## src/rtl/cpu_types_pkg.sv

```systemverilog
// Shared CPU datapath types: machine word and instruction-cache frame layout.
package cpu_types_pkg;

    typedef logic [31:0] word_t;

    // Default geometry: 16 one-word frames.
    localparam int IIDX_W = 4;
    localparam int ITAG_W = 32 - IIDX_W - 2;

    typedef struct packed {
        logic              valid;
        logic [ITAG_W-1:0] tag;
        word_t             data;
    } icache_frame_t;

endpackage

```

## src/rtl/icache.sv

```systemverilog
// Direct-mapped, one-word-per-frame instruction cache.
// Hits return in the same cycle. A miss holds the datapath in FETCH until the memory controller returns the fill word.
module icache
    import cpu_types_pkg::*;
#(
    parameter int NSETS = 16
) (
    input  logic        CLK,
    input  logic        RST,
    input  logic        imemREN,
    input  logic [31:0] imemaddr,
    output logic        ihit,
    output logic [31:0] imemload,
    input  logic        iflush,
    output logic        iREN,
    output logic [31:0] iaddr,
    input  logic        iwait,
    input  logic [31:0] iload
);

    localparam int IDX_W = $clog2(NSETS);
    localparam int TAG_W = 30 - IDX_W;

    typedef enum logic {IDLE, FETCH} state_e;

    state_e            state_q, state_d;
    logic [29:0]       miss_q, miss_d;
    logic [NSETS-1:0]  valid_q, valid_d;
    logic [TAG_W-1:0]  tag_q  [NSETS];
    word_t             data_q [NSETS];

    logic [IDX_W-1:0]  req_idx, miss_idx;
    logic [TAG_W-1:0]  req_tag, miss_tag;
    logic              hit, fill_en;
    logic              unused_ok;

    assign req_idx   = imemaddr[IDX_W+1:2];
    assign req_tag   = imemaddr[31:IDX_W+2];
    assign miss_idx  = miss_q[IDX_W-1:0];
    assign miss_tag  = miss_q[29:IDX_W];
    assign unused_ok = ^imemaddr[1:0];

    assign hit      = (state_q == IDLE) && imemREN && valid_q[req_idx]
                      && (tag_q[req_idx] == req_tag) && !iflush;
    assign ihit     = hit;
    assign imemload = hit ? data_q[req_idx] : 32'h0;
    assign iREN     = (state_q == FETCH);
    assign iaddr    = (state_q == FETCH) ? {miss_q, 2'b00} : 32'h0;

    always_comb begin
        state_d = state_q;
        miss_d  = miss_q;
        valid_d = valid_q;
        fill_en = 1'b0;
        case (state_q)
            IDLE: begin
                if (iflush) begin
                    valid_d = '0;
                end else if (imemREN && !hit) begin
                    miss_d  = imemaddr[31:2];
                    state_d = FETCH;
                end
            end
            FETCH: begin
                // Flush wins over a returning fill so a stale word is never installed.
                if (iflush) begin
                    valid_d = '0;
                    state_d = IDLE;
                end else if (!iwait) begin
                    fill_en           = 1'b1;
                    valid_d[miss_idx] = 1'b1;
                    state_d           = IDLE;
                end
            end
            default: state_d = IDLE;
        endcase
    end

    always_ff @(posedge CLK or posedge RST) begin
        if (RST) begin
            state_q <= IDLE;
            miss_q  <= '0;
            valid_q <= '0;
        end else begin
            state_q <= state_d;
            miss_q  <= miss_d;
            valid_q <= valid_d;
        end
    end

    // Tag/data storage carries no reset; valid_q alone qualifies it.
    always_ff @(posedge CLK) begin
        if (fill_en && !RST) begin
            tag_q[miss_idx]  <= miss_tag;
            data_q[miss_idx] <= iload;
        end
    end

endmodule

```

## config.mk

```make
export PLATFORM = sky130hd
export DESIGN_NAME = icache
export DESIGN_NICKNAME = d
export VERILOG_FILES = /design/src/rtl/cpu_types_pkg.sv /design/src/rtl/icache.sv
export SDC_FILE = /design/constraint.sdc
export NUM_CORES = 1
export LEC_CHECK = 0
export CORE_ASPECT_RATIO = 1.5
export CORE_MARGIN = 2
export CORE_UTILIZATION = 45
export DETAILED_ROUTE_END_ITERATION = 7
export GPL_ROUTABILITY_DRIVEN = 0
export MAX_ROUTING_LAYER = met4
export PLACE_DENSITY = 0.75
export SLEW_MARGIN = 20
export SYNTH_ARGS = -nofsm -noshare
export SYNTH_HDL_FRONTEND = slang
export SYNTH_SLANG_ARGS = --single-unit
```

## constraint.sdc

```tcl
create_clock -name CLK -period 6.5 [get_ports CLK]
set_input_delay 1.625 -clock CLK [delete_from_list [all_inputs] [get_ports CLK]]
set_output_delay 1.625 -clock CLK [all_outputs]
set_load 0.005 [all_outputs]
```

==> out/qor.yml <==
wl_met3_mm: 7.12
clkLatencyLatePin_ps: 650
max_cap_violations: 0
portBuffers: 130
areaGrowthSynthToFinish_pct: 19.2
min_period_ps: 6790
seq_area_frac_synth_pct: 75.6
place.detailed.hpwl_mm: 52.4
fin_crit_sh_pct: 104
postRouteAntennaNets: 0
drt_iter0_markers: 2218
syn_area_per_cell_um2: 21.4
synth_cell_types: 64
power_w: 0.0131
combPwrFrac_pct: 6.2
routed_via_density: 5.95
path_cells: "buf_12, buf_12, buf_12, buf_16, buf_12, mux4_2, or3_1, and4b_1, a21bo_2, or4_4, or4_4, buf_12, buf_4, buf_8, nor2b_4, buf_2"
finClkSkew_ps: 30.2
grt-ovfl-total: 0
critical_path_required_ps: 4880
pin_count: 135
htree_levels: 3
grt_pass1_vias: 20700
synthArstFlopShare_pct: 4.82
cp-start-kind: "primary input"
final_area_um2: 45800
drive_above_1_share_pct: 34.1
fillers: 6395
critPathArrivalTime_ps: 5170
hp-class: "reg2reg"
hold_viol_final: 0
critPathTopFamily: "simple AND/OR/NAND/NOR gates"
violations: "negative setup slack"
p_seq_share_pct: 55.0
criticalPathCategory: "in2out"
grtUsageTotal_pct: 22.8
wirelength_mm: 96.9
layout_common_cells: "928 x edfxtp_1, 237 x mux4_2, 129 x buf_4"
vias: 19700
first_pass_iters: 5
clk_path_buf_depth: 3
holdBufCountCts: 0
status: "finished, violations left"
grt_start_max_net_pins: 112
layout.nets: 2178
rsz0062_at_grt: "yes"
max_freq_mhz: 147
p_sw_w: 0.00282
p_clk_share_pct: 38.8
crit_buf_inv: 9
worstSetupEndpointType: "output pin"
placed_area_um2: 42300
wirelength_met1_mm: 35.1
design.core.area_um2: 84900
fp.dieArea_um2: 87800
synth_top_flop_cell: "edfxtp_1"
power.density_nw_per_um2: 286
p_int_w: 0.0103
synth_edf_count: 928
cts_tree: "built"
worst_pin_slew_ps: 987
ir_drop_v: 0.000193
die_w_um: 243
top_layer: "met4"
setup_viol: 33
grt_antenna_before_repair: 8
layout_commonest_cell: "edfxtp_1"
setup_ws_ps: -291
ys_ff_latch: 975
swShare_pct: 21.5
slowest_stage: "or4_4"
yosysWarnings: 0
drc: 0
cellLeakagePower_nw: 15.0
syn_inst: 1798
synth_area_um2: 38400
numClockSinks: 975
initial_core_util_pct: 45.3
grt_first_pass_wirelength_mm: 141
max_slew_margin_pct: 34.2
slew_viol_final: 0
cts_buffers: 88
wl_per_cell_um: 29.2
die_h_um: 362
cts_root_buf: "clkbuf_16"
wl_met2_mm: 51.0
critPathMaxStageDelay_ps: 540
crit_path_max_fanout: 8
fp-row-count: 131
clkSlewWorstSetupHoldPaths_ps: 60
crit_top_cell: "buf_12"
[sequential cells by signal (all words and copies together), names as in the netlist]
register  cells
valid_q      16
iREN          1
data_q      512
tag_q       416
miss_q       30
[cell type report]
type	count	area, µm²	area share, %
diodes	7	17.5	0.0382
clock buffers	115	2480	5.41
multi-input cells	723	9360	20.4
well taps	1130	1410	3.09
clock inverters	48	367	0.800
repair buffers	312	3110	6.79
flip-flops and latches	975	29000	63.4
inverters	9	35.0	0.0765
[through the flow]
step | hold slack (ps) | setup slack, ps | cells | util [%] | TNS (ps)
after floorplan | 457 | 100 | 1799 | - | 0
after global placement | 475 | -739 | 3108 | 49.8 | -23320
after detailed placement | 489 | -758 | 3108 | 49.8 | -23480
after CTS | 505 | -277 | 3302 | 53.7 | -7220
after global routing | 530 | -374 | 3319 | 54.0 | -10220
final | 513 | -291 | 3319 | 54.0 | -7750
[synth_stat cells, drive strengths merged (3+ instances only)]
master | count | area (µm²)
mux2i | 44 | 440
clkbuf | 38 | 143
nor4 | 14 | 87.6
a221oi | 4 | 35.0
and4 | 3 | 26.3
or4 | 7 | 56.3
buf | 54 | 279
a21oi | 19 | 95.1
mux4 | 237 | 5340
o22ai | 18 | 113
mux2 | 72 | 811
a31oi | 5 | 31.3
nand3b | 8 | 60.1
a211oi | 6 | 45.0
o211ai | 5 | 37.5
nor3 | 10 | 50.1
inv | 8 | 30.0
nor3b | 6 | 45.0
xor2 | 9 | 78.8
nand2 | 18 | 67.6
or3 | 3 | 18.8
and3 | 7 | 43.8
nor2b | 46 | 338
nand4 | 8 | 50.1
a22oi | 10 | 75.1
edfxtp | 928 | 27900
nor2 | 51 | 191
or2 | 5 | 31.3
and2 | 36 | 225
a2bb2oi | 3 | 26.3
nand2b | 9 | 56.3
nand3 | 15 | 75.1
o2111ai | 5 | 43.8
dfrtp | 47 | 1180
xnor2 | 9 | 78.8
[final timing paths]
kind	from	endpoint	slack [ps]	cells after the start
worst max register to register	tag_q[2][19]	miss_q[3]	2920	10
worst min-delay path	valid_q[12]	valid_q[12]	510	2
max in group asynchronous	RST	miss_q[14]	4310	3
min in group asynchronous	RST	miss_q[1]	1210	2
worst max-delay path	imemaddr[2]	imemload[3]	-290	16
worst min register to register	valid_q[12]	valid_q[12]	510	2
[layer usage]
metal,vias to the layer above,GRT usage [%]
li1,8135,-
met1,10400,27.1
met2,978,39.1
met3,201,3.69
met4,0,9.27
met5,-,-
[power groups by stage]
stage | registers, W | clock network (W) | logic, W
after global routing | 0.00723 | 0.00539 | 0.000863
after floorplan | 0.00727 | 0 | 0.000429
after detailed placement | 0.00735 | 0 | 0.000773
after global placement | 0.00733 | 0 | 0.000757
after CTS | 0.00722 | 0.00515 | 0.000805
final | 0.00722 | 0.00509 | 0.000818
[what timing repair did]
action,in CTS,in global routing
setup buffers,28,12
pin swaps,6,4
setup endpoints to repair,33,33
gates resized for setup,196,37
gates cloned,4,0
[worst register-to-register path, cell delays in order (launching register included)]
cell and delay [ps]:
edfxtp_1 360, mux4_2 470, mux4_2 540, xor2_4 260
buf_4 170, a21oi_1 50, o2111a_1 140, and4_1 240
a21oi_4 600, buf_12 270, mux2_2 360
[logic make-up after synthesis]
kind of cell              count (synthesis)  synth area share, %
AOI/OAI and AO/OA                        96                 1.79
xor gates and xnor gates                 18                0.410
buffers and inverters                   101                 1.18
DFF                                     975                 75.6
muxes                                   353                 17.1
other                                     1              0.00976
and+or+nand+nor                         254                 3.89
No activity file was read; power rests on OpenSTA's default activity.
